<file path="src/rtl/updn_counter_pkg.sv">
// Shared constants and next-count helper for the up/down counter.
// Used by the RTL and by the testbench scoreboard so both agree on wrap rules.
package updn_counter_pkg;

    localparam int unsigned UPDN_DEFAULT_WIDTH = 4;
    localparam logic        UPDN_DIR_UP        = 1'b1;
    localparam logic        UPDN_DIR_DOWN      = 1'b0;

    // All-ones mask of the given width (1..32); built in 33 bits so width=32 is safe.
    function automatic logic [31:0] updn_mask(input int unsigned width);
        logic [32:0] m;
        m = (33'd1 << width) - 33'd1;
        return m[31:0];
    endfunction

    // Modulo-2^width next count: +1 when counting up, -1 when counting down.
    function automatic logic [31:0] updn_next(input logic [31:0] q,
                                              input logic ud,
                                              input int unsigned width = UPDN_DEFAULT_WIDTH);
        logic [31:0] n;
        n = (ud == UPDN_DIR_UP) ? (q + 32'd1) : (q - 32'd1);
        return n & updn_mask(width);
    endfunction

endpackage

</file>
<file path="src/rtl/updn_counter.sv">
// Parameterised modulo-2^WIDTH up/down counter, one register, no hold state.
// Optional build macro UPDN_COUNTER_TC_EN adds a registered terminal-count
// output TC, appended after Q in the port list.
module updn_counter
    import updn_counter_pkg::*;
#(
    parameter int unsigned WIDTH = UPDN_DEFAULT_WIDTH
) (
    input  logic             RESETN,
    input  logic             CLK,
    input  logic             UD,
    output logic [WIDTH-1:0] Q
`ifdef UPDN_COUNTER_TC_EN
    ,
    output logic             TC
`endif
);

    logic [WIDTH-1:0] q_q;
    logic [WIDTH-1:0] q_d;

    // Next count: a single adder/subtractor selected by UD, wrapping both ways.
    always_comb begin
        q_d = WIDTH'(updn_next(32'(q_q), UD, WIDTH));
    end

    // Count register; RESETN clears it immediately, regardless of CLK.
    always_ff @(posedge CLK or negedge RESETN) begin
        if (!RESETN) q_q <= '0;
        else         q_q <= q_d;
    end

    assign Q = q_q;

`ifdef UPDN_COUNTER_TC_EN
    localparam logic [WIDTH-1:0] ONES = '1;

    logic tc_q;
    logic tc_d;

    // Terminal flag tracks the value being loaded: all-ones going up, zero going down.
    always_comb begin
        tc_d = (q_d == ((UD == UPDN_DIR_UP) ? ONES : '0));
    end

    // Flag register sits beside the count so both change on the same edge.
    always_ff @(posedge CLK or negedge RESETN) begin
        if (!RESETN) tc_q <= 1'b0;
        else         tc_q <= tc_d;
    end

    assign TC = tc_q;
`endif

endmodule

</file>
<file path="config.mk">
export PLATFORM = sky130hd
export DESIGN_NAME = updn_counter
export DESIGN_NICKNAME = d
export VERILOG_FILES = /design/src/rtl/updn_counter_pkg.sv /design/src/rtl/updn_counter.sv
export SDC_FILE = /design/constraint.sdc
export NUM_CORES = 1
export LEC_CHECK = 0
export CAP_MARGIN = 25
export CORE_AREA = 3 3 40 42
export CTS_CLUSTER_SIZE = 12
export DETAILED_ROUTE_END_ITERATION = 8
export DIE_AREA = 0 0 43 45
export DONT_BUFFER_PORTS = 1
export HOLD_SLACK_MARGIN = 0.08
export MAX_ROUTING_LAYER = met4
export PLACE_DENSITY = 0.3
export SETUP_SLACK_MARGIN = 0.4
export SLEW_MARGIN = 20
export SYNTH_ARGS = -nofsm -noshare
export SYNTH_HDL_FRONTEND = slang
export SYNTH_SLANG_ARGS = --single-unit
</file>
<file path="constraint.sdc">
create_clock -name CLK -period 3.7 [get_ports CLK]
set_input_delay 0.74 -clock CLK [delete_from_list [all_inputs] [get_ports CLK]]
set_output_delay 0.74 -clock CLK [all_outputs]
set_load 0.01 [all_outputs]
</file>
==> results of run 1 <==
==> placed cells by master (no fill, tap or decap), drive strengths merged <==
cell	Yosys	routed
a21o	1	1
a21oi	1	1
clkbuf	0	3
dfrtp	4	4
fa	1	1
ha	2	2
inv	2	2
xnor2	2	2
xor2	1	1
==> worst max-delay path by stage <==
stage,end,slack [ns],startpoint,cells past startpoint
floorplan,Q[3],2.14,UD,5
global placement,Q[3],2.08,UD,5
detailed placement,Q[3],2.07,UD,5
CTS,Q[0],2.26,Q[0],0
global route,Q[0],2.25,Q[0],0
finish,Q[0],2.28,Q[0],0
==> cells by family after synthesis <==
| logic type | after synthesis |
|---|---|
| AOI/OAI and AO/OA | 2 |
| xor gates and xnor gates | 3 |
| adders and majority gates | 3 |
| buffers and inverters | 2 |
| DFF | 4 |
==> routing by layer <==
layer | GRT usage [%] | part of all wire, % | up-vias
met5 | - | 0 | -
met4 | 3.61 | 1.7 | 0
met3 | 7.57 | 9.9 | 2
met2 | 7.19 | 47 | 3
met1 | 3.90 | 41 | 52
li1 | - | - | 53
==> synthesized netlist by cell type <==
master,number
a21o_1,1
xor2_1,1
ha_1,2
xnor2_1,2
inv_1,2
dfrtp_1,4
a21oi_2,1
fa_1,1
==> power groups by stage <==
| stage | sequential, mW | combinational [mW] | clock (mW) |
|---|---|---|---|
| after floorplan | 0.0835 | 0.0531 | 0 |
| after global placement | 0.0881 | 0.0597 | 0 |
| after detailed placement | 0.0885 | 0.0603 | 0 |
| after CTS | 0.0878 | 0.0613 | 0.0592 |
| after global routing | 0.0898 | 0.0710 | 0.0626 |
| final | 0.0861 | 0.0596 | 0.0556 |
==> area by class of cell <==
cell class	count	area, um^2	share of cell area [%]
Clock buffer	3	22.5	9.52
Multi-Input combinational cell	8	87.6	37.0
Sequential cell	4	100	42.3
Inverter	2	7.51	3.17
Tap cell	15	18.8	7.94
==> stage by stage <==
stage	instances	util [%]	total power [mW]	worst slack (ns)
3_3_place_gp	29	16.7	0.148	2.08
4_1_cts	32	18.4	0.208	2.26
5_1_grt	32	18.4	0.223	2.25
2_1_floorplan	14	-	0.137	2.14
6_report	32	18.4	0.201	2.28
3_5_place_dp	29	16.7	0.149	2.07
==> impl_metrics.tcl, run 1 <==
set metrics [dict create \
    place_congestion 0.553 \
    postCtsSetupBuffers 0 \
    rr_worst_depth 4 \
    nFillCells 148 \
    post-dp-hpwl_um 287 \
    syn_nets 20 \
    synth_seq_area_share_pct 51.3 \
    synth_top_family_by_area "adder cells" \
    clkPwrFrac_pct 27.6 \
    synthToLayoutAreaGrowth_pct 21.2 \
    reg2reg_to "Q[3]" \
    fin_worst_skew_ns 0.00238 \
    num_vias 110 \
    synth_top_area_share_pct 51.3 \
    path_class "reg2out" \
    antenna_left 0 \
    synthAdderAreaFrac_pct 23.1 \
    crit_arrival_ns 0.68 \
    rows 13 \
    max_cap_viol_count 0 \
    cp-start-kind "flip-flop" \
    p_sw_share_pct 34.2 \
    place_area_um2 214 \
    cp_data_required_time_ns 2.96 \
    synth_compound_area_share_pct 8.33 \
    cts_tree "yes" \
    status "finished, final reports clean" \
    netlist_instances 14 \
    tightest_slew_ns 0.218 \
    dr.pass1.iters 2 \
    dieArea_um2 1940 \
    cts_max_level 1 \
    fin_setup_tns_ns 0 \
    cts_resized 0 \
    largest_reg_flops 4 \
    die_height_um 45 \
    grt_max_degree 5 \
    yosysUniqueCellTypes 8 \
    fin_nets 25 \
    vias_per_cell 3.44 \
    io_pins 7 \
    ir_drop_mv 0.151 \
    synthTopCellsByArea "dfrtp_1, ha_1, fa_1" \
    synth_mux_area_share_pct 0 \
    share_comb_of_total_power_pct 29.6 \
    overflow 0 \
    cts_buffers 3 \
    fmax_ghz 0.704 \
    crit_path_end_kind "primary output" \
    wl_um 362 \
    drive_gt1_share_pct 23.5 \
    core_um2 1280 \
    synth-xor-area-share_pct 13.5 \
    clockBufferDepth 2 \
    holdBufCountCts 0 \
    finish.instance_area_um2 236 \
    clockRootBuffer "clkbuf_4" \
    syn_area_um2 195 \
    power.density_nw_per_um2 851 \
    remaining_drc_errors 0 \
    grt_antenna_before_repair 0 \
    regToRegSetupSlack_ns 2.43 \
    yosysWarnings 0 \
    grt_util_all_layers_pct 5.60 \
    synth_simple_gate_area_share_pct 0 \
    final.min_clock_period_ns 1.42 \
    cell_internal_pwr_mw 0.132 \
    fin_crit_sh_pct 38.4 \
    routedWlPerCell_um 11.3 \
    slew_headroom_pct 85.5 \
    setup_violations 0 \
    power_frac_seq_pct 42.8 \
    p_leak_nw 0.111 \
    grt_setup_unrepaired "no" \
    holdCritPathClass "in2async" \
    drt-initial-drc-count 3 \
    switching_power_mw 0.0688 \
    path_clk_slew_ns 0.04 \
    synth_area_per_cell_um2 13.9 \
    whs_ns 0.198 \
    initial_core_util_pct 15.2 \
    ys_ff_latch 4 \
    finalHoldViolCount 0 \
    clock_latency_ns 0.24 \
    diodes 0 \
    path_max_fanout 4 \
    grt_pass1_vias 141 \
    cts.sinks 4 \
    die_w_um 43 \
    grt_pass1_wl_um 614 \
    r2r-start "Q[1]" \
    maxSlewViolCount 0 \
    numPortBuffers 0 \
    synth_top_cell_by_area "dfrtp_1" \
]
No activity file was read; power rests on OpenSTA's default activity.
==> run 2: changes to the inputs <==
==> constraint.sdc (replaced) <==
create_clock -name CLK -period 1.4 [get_ports CLK]
set_input_delay 0.28 -clock CLK [delete_from_list [all_inputs] [get_ports CLK]]
set_output_delay 0.28 -clock CLK [all_outputs]
set_load 0.01 [all_outputs]
==> impl_metrics.tcl, run 2 (synthesized netlist as in run 1, its figures left out) <==
set metrics [dict create \
    finish.instance_area_um2 264 \
    tightest_slew_ns 0.218 \
    fin_worst_skew_ns 0.00211 \
    wl_um 384 \
    grt_pass1_vias 147 \
    nFillCells 147 \
    rows 13 \
    rr_worst_depth 4 \
    layout_common_cells "clkbuf_4, dfrtp_2, dfrtp_1, inv_1, xnor2_1" \
    remaining_drc_errors 0 \
    overflow 0 \
    numPortBuffers 0 \
    cp_data_required_time_ns 1.56 \
    dieArea_um2 1940 \
    power.density_nw_per_um2 2120 \
    routedWlPerCell_um 11.6 \
    antenna_left 0 \
    dr.pass1.iters 1 \
    drive_gt1_share_pct 44.4 \
    path_max_fanout 3 \
    whs_ns 0.282 \
    final_common_cell "clkbuf_4" \
    die_height_um 45 \
    crit_path_end_kind "flip-flop" \
    cts_max_level 1 \
    postCtsSetupBuffers 0 \
    initial_core_util_pct 15.2 \
    cts.sinks 4 \
    clockBufferDepth 2 \
    holdPathStages 2 \
    reg2reg_to "Q[3]" \
    clockRootBuffer "clkbuf_4" \
    status "finished, final reports clean" \
    cp-start-kind "flip-flop" \
    setup_violations 0 \
    regToRegSetupSlack_ns 0.23 \
    maxSlewViolCount 0 \
    io_pins 7 \
    place_congestion 0.606 \
    die_w_um 43 \
    r2r-start "Q[1]" \
    cts_buffers 3 \
    ir_drop_mv 0.386 \
    slew_headroom_pct 85.4 \
    max_cap_viol_count 0 \
    synthToLayoutAreaGrowth_pct 35.3 \
    vias_per_cell 3.61 \
    grt_pass1_wl_um 655 \
    fin_setup_tns_ns 0 \
    grt_antenna_before_repair 0 \
    final.min_clock_period_ns 1.17 \
    place_area_um2 214 \
    p_leak_nw 0.114 \
    fin_nets 26 \
    worstHoldStart "UD" \
    fin_crit_sh_pct 83.4 \
    final_cells 33 \
    fmax_ghz 0.857 \
    finalHoldViolCount 0 \
    post-dp-hpwl_um 300 \
    min_to "Q[3]" \
    grt_setup_unrepaired "yes" \
    drt-initial-drc-count 0 \
    core_um2 1280 \
    largest_reg_flops 4 \
    path_class "reg2reg" \
    cts_tree "yes" \
    num_vias 119 \
    crit_arrival_ns 1.33 \
    grt_util_all_layers_pct 5.85 \
    fin_util_pct 20.5 \
    diodes 0 \
    holdCritPathClass "in2reg" \
    grt_max_degree 5 \
    clock_latency_ns 0.24 \
    path_clk_slew_ns 0.04 \
    dp_cells 29 \
]
run 2: changes by cell type in the layout (fill, tap and decap cells not counted), sizes merged:
cell | previous run | this run
dlygate4sd3 | 0 | 1
run 2: layout make-up:
cell class	instances	area, um^2	area share (%)
repair buffers	1	10.0	3.79
well taps	15	18.8	7.11
multi-input cells	8	103	38.9
flip-flops and latches	4	103	38.9
clock buffers	3	22.5	8.53
inverters	2	7.51	2.84
run 2: per-layer routing:
layer / track usage, % / share of wire [%] / wire length, um / up-vias
met5: - / 0 / 0 / -
met4: 7.23 / 5.5 / 21 / 0
met3: 4.78 / 13 / 48 / 4
met2: 6.89 / 46 / 176 / 6
met1: 5.11 / 36 / 137 / 57
li1: - / - / - / 52
run 2: worst max path at each step:
| stage | start | end | slack (ns) | cells after the start |
|---|---|---|---|---|
| 2_1_floorplan | Q[1] | Q[3] | 0.23 | 4 |
| 3_3_place_gp | Q[1] | Q[3] | 0.18 | 4 |
| 3_5_place_dp | Q[1] | Q[3] | 0.18 | 4 |
| 4_1_cts | Q[1] | Q[3] | 0.22 | 4 |
| 5_1_grt | Q[1] | Q[3] | 0.18 | 4 |
| 6_report | Q[1] | Q[3] | 0.23 | 4 |
run 2: stage by stage:
stage / power, mW / worst slack, ns
after global placement: 0.392 / 0.180
after floorplan: 0.361 / 0.231
final: 0.561 / 0.233
after detailed placement: 0.393 / 0.176
after global routing: 0.610 / 0.183
after CTS: 0.569 / 0.217
run 2: timing repair:
item / in CTS / in global routing
resized for setup: 3 / 1
endpoints found under the setup margin: 3 / 3
pin swaps: 1 / 2
hold buffers: 1 / 0
endpoints found under the hold margin: 4 / 0
run 2: critical path, cell delays in order, from the launching register on:
cell,delay (ns)
dfrtp_2,0.46
ha_4,0.22
a21o_1,0.16
a21oi_2,0.13
xnor2_1,0.12
run 2: report_power, final:
group	total (mW)	switching (mW)	internal, mW
Clock	0.148	0.0520	0.0962
Combinational	0.174	0.0744	0.100
Sequential	0.238	0.0707	0.168
==> run 3: changes to the inputs <==
==> constraint.sdc (replaced) <==
create_clock -name CLK -period 1.1 [get_ports CLK]
set_input_delay 0.22 -clock CLK [delete_from_list [all_inputs] [get_ports CLK]]
set_output_delay 0.22 -clock CLK [all_outputs]
set_load 0.01 [all_outputs]
==> impl_metrics.tcl, run 3 (synthesized netlist as in run 1, its figures left out) <==
set metrics [dict create \
    path_clk_slew_ns 0.04 \
    fin_crit_sh_pct 105 \
    path_class "reg2reg" \
    cp_top_family "flip-flops" \
    finalHoldViolCount 0 \
    antenna_left 0 \
    cts_max_level 1 \
    vias_per_cell 3.42 \
    power.total_mw 0.817 \
    crit_arrival_ns 1.31 \
    die_w_um 43 \
    power.density_nw_per_um2 2740 \
    cp_data_required_time_ns 1.26 \
    crit_path_end_kind "flip-flop" \
    fin_nets 31 \
    dp_cells 33 \
    r2r-start "Q[1]" \
    diodes 0 \
    slew_headroom_pct 86.9 \
    maxSlewViolCount 0 \
    crit_chain "ha_1 -> a21o_1 -> a21oi_2 -> xnor2_1" \
    final_cells 38 \
    clock_latency_ns 0.24 \
    grt_busiest_layer "met4" \
    fin_util_pct 23.2 \
    status "finished with violations" \
    grt_pass1_vias 158 \
    final.min_clock_period_ns 1.15 \
    violations "negative setup slack" \
    grt_pass1_wl_um 696 \
    clockBufferDepth 2 \
    cts_buffers 3 \
    finalWorstSetupSlack_ns -0.0502 \
    grt_util_all_layers_pct 6.38 \
    io_pins 7 \
    layout_common_cells "dfrtp_1, clkbuf_4, buf_6" \
    cts.sinks 4 \
    rows 13 \
    fmax_ghz 0.869 \
    drive_gt1_share_pct 43.5 \
    cp-startpoint "Q[1]" \
    fin_worst_skew_ns 0.00175 \
    remaining_drc_errors 0 \
    final_common_cell "dfrtp_1" \
    core_um2 1280 \
    dieArea_um2 1940 \
    place_congestion 0.601 \
    rr_worst_depth 4 \
    initial_core_util_pct 15.2 \
    critPathSlowestCell "dfrtp_1" \
    met3_usage_pct 5.18 \
    largest_reg_flops 4 \
    grt_antenna_before_repair 0 \
    cp-start-kind "flip-flop" \
    routedWlPerCell_um 9.61 \
    setup_violations 3 \
    tightest_slew_ns 0.196 \
    synthToLayoutAreaGrowth_pct 52.6 \
    p_leak_nw 0.142 \
    path_max_fanout 3 \
    ir_drop_mv 0.413 \
    die_height_um 45 \
    overflow 0 \
    cp-endpoint "Q[3]" \
    wl_um 365 \
    crit_path_max_incr_delay_ns 0.38 \
    reg2reg_to "Q[3]" \
    clockRootBuffer "clkbuf_4" \
    grt_setup_unrepaired "yes" \
    cts_tree "yes" \
    path_depth 4 \
    dr.pass1.iters 1 \
    globalRouteMet1Util_pct 4.90 \
    max_cap_viol_count 0 \
    met2_usage_pct 6.89 \
    grt_max_degree 5 \
    holdCritPathClass "in2reg" \
    crit_buf_inv 0 \
    regToRegSetupSlack_ns -0.05 \
    drt-initial-drc-count 0 \
    numPortBuffers 0 \
    num_vias 130 \
]
[run 3: routing by layer]
metal | routed length, um | up-vias
li1 | - | 63
met5 | 0 | -
met1 | 107 | 57
met3 | 52 | 4
met2 | 179 | 6
met4 | 26 | 0
[run 3: worst min-delay path by stage]
stage	startpoint	to	cells after the start	slack [ns]
4_1_cts	UD	Q[3]	2	0.21
3_3_place_gp	RESETN	Q[3]	0	-0.08
2_1_floorplan	RESETN	Q[0]	0	-0.08
6_report	UD	Q[3]	2	0.21
5_1_grt	UD	Q[3]	2	0.22
3_5_place_dp	RESETN	Q[3]	0	-0.08
[run 3: area by class of cell]
cell class	instances	area, um^2
Clock buffer	3	22.5
Fill cell	148	987
Tap cell	15	18.8
Multi-Input combinational cell	8	90.1
Sequential cell	4	100
Inverter	2	7.51
Timing Repair Buffer	6	58.8
[run 3: what timing repair did]
| item | CTS | global route |
|---|---|---|
| gates resized for setup | 4 | 0 |
| endpoints found under the setup margin | 7 | 7 |
| setup buffers | 1 | 0 |
| hold buffers | 1 | 0 |
| pin swaps | 1 | 0 |
| endpoints found under the hold margin | 4 | 0 |
[run 3: power by group]
group | internal, mW | switching (mW) | leakage (nW)
combinational | 0.229 | 0.144 | 0.0843
clock | 0.122 | 0.0594 | 0.0138
sequential | 0.210 | 0.0525 | 0.0442
total | 0.561 | 0.255 | 0.142
[run 3: metrics by stage]
| stage | hold slack, ns | instance area, um^2 | setup TNS [ns] | setup WS [ns] |
|---|---|---|---|---|
| 3_5_place_dp | -0.0755 | 244 | -0.101 | -0.0959 |
| 4_1_cts | 0.205 | 298 | -0.134 | -0.0688 |
| 2_1_floorplan | -0.0756 | 195 | -0.0977 | -0.0690 |
| 3_3_place_gp | -0.0755 | 244 | -0.0584 | -0.0584 |
| 5_1_grt | 0.222 | 298 | -0.288 | -0.131 |
| 6_report | 0.210 | 298 | -0.101 | -0.0502 |
[run 3: worst reg2reg max path, cell delays in order (launching register included)]
cell	delay, ns
dfrtp_1	0.38
ha_1	0.27
a21o_1	0.17
a21oi_2	0.13
xnor2_1	0.12
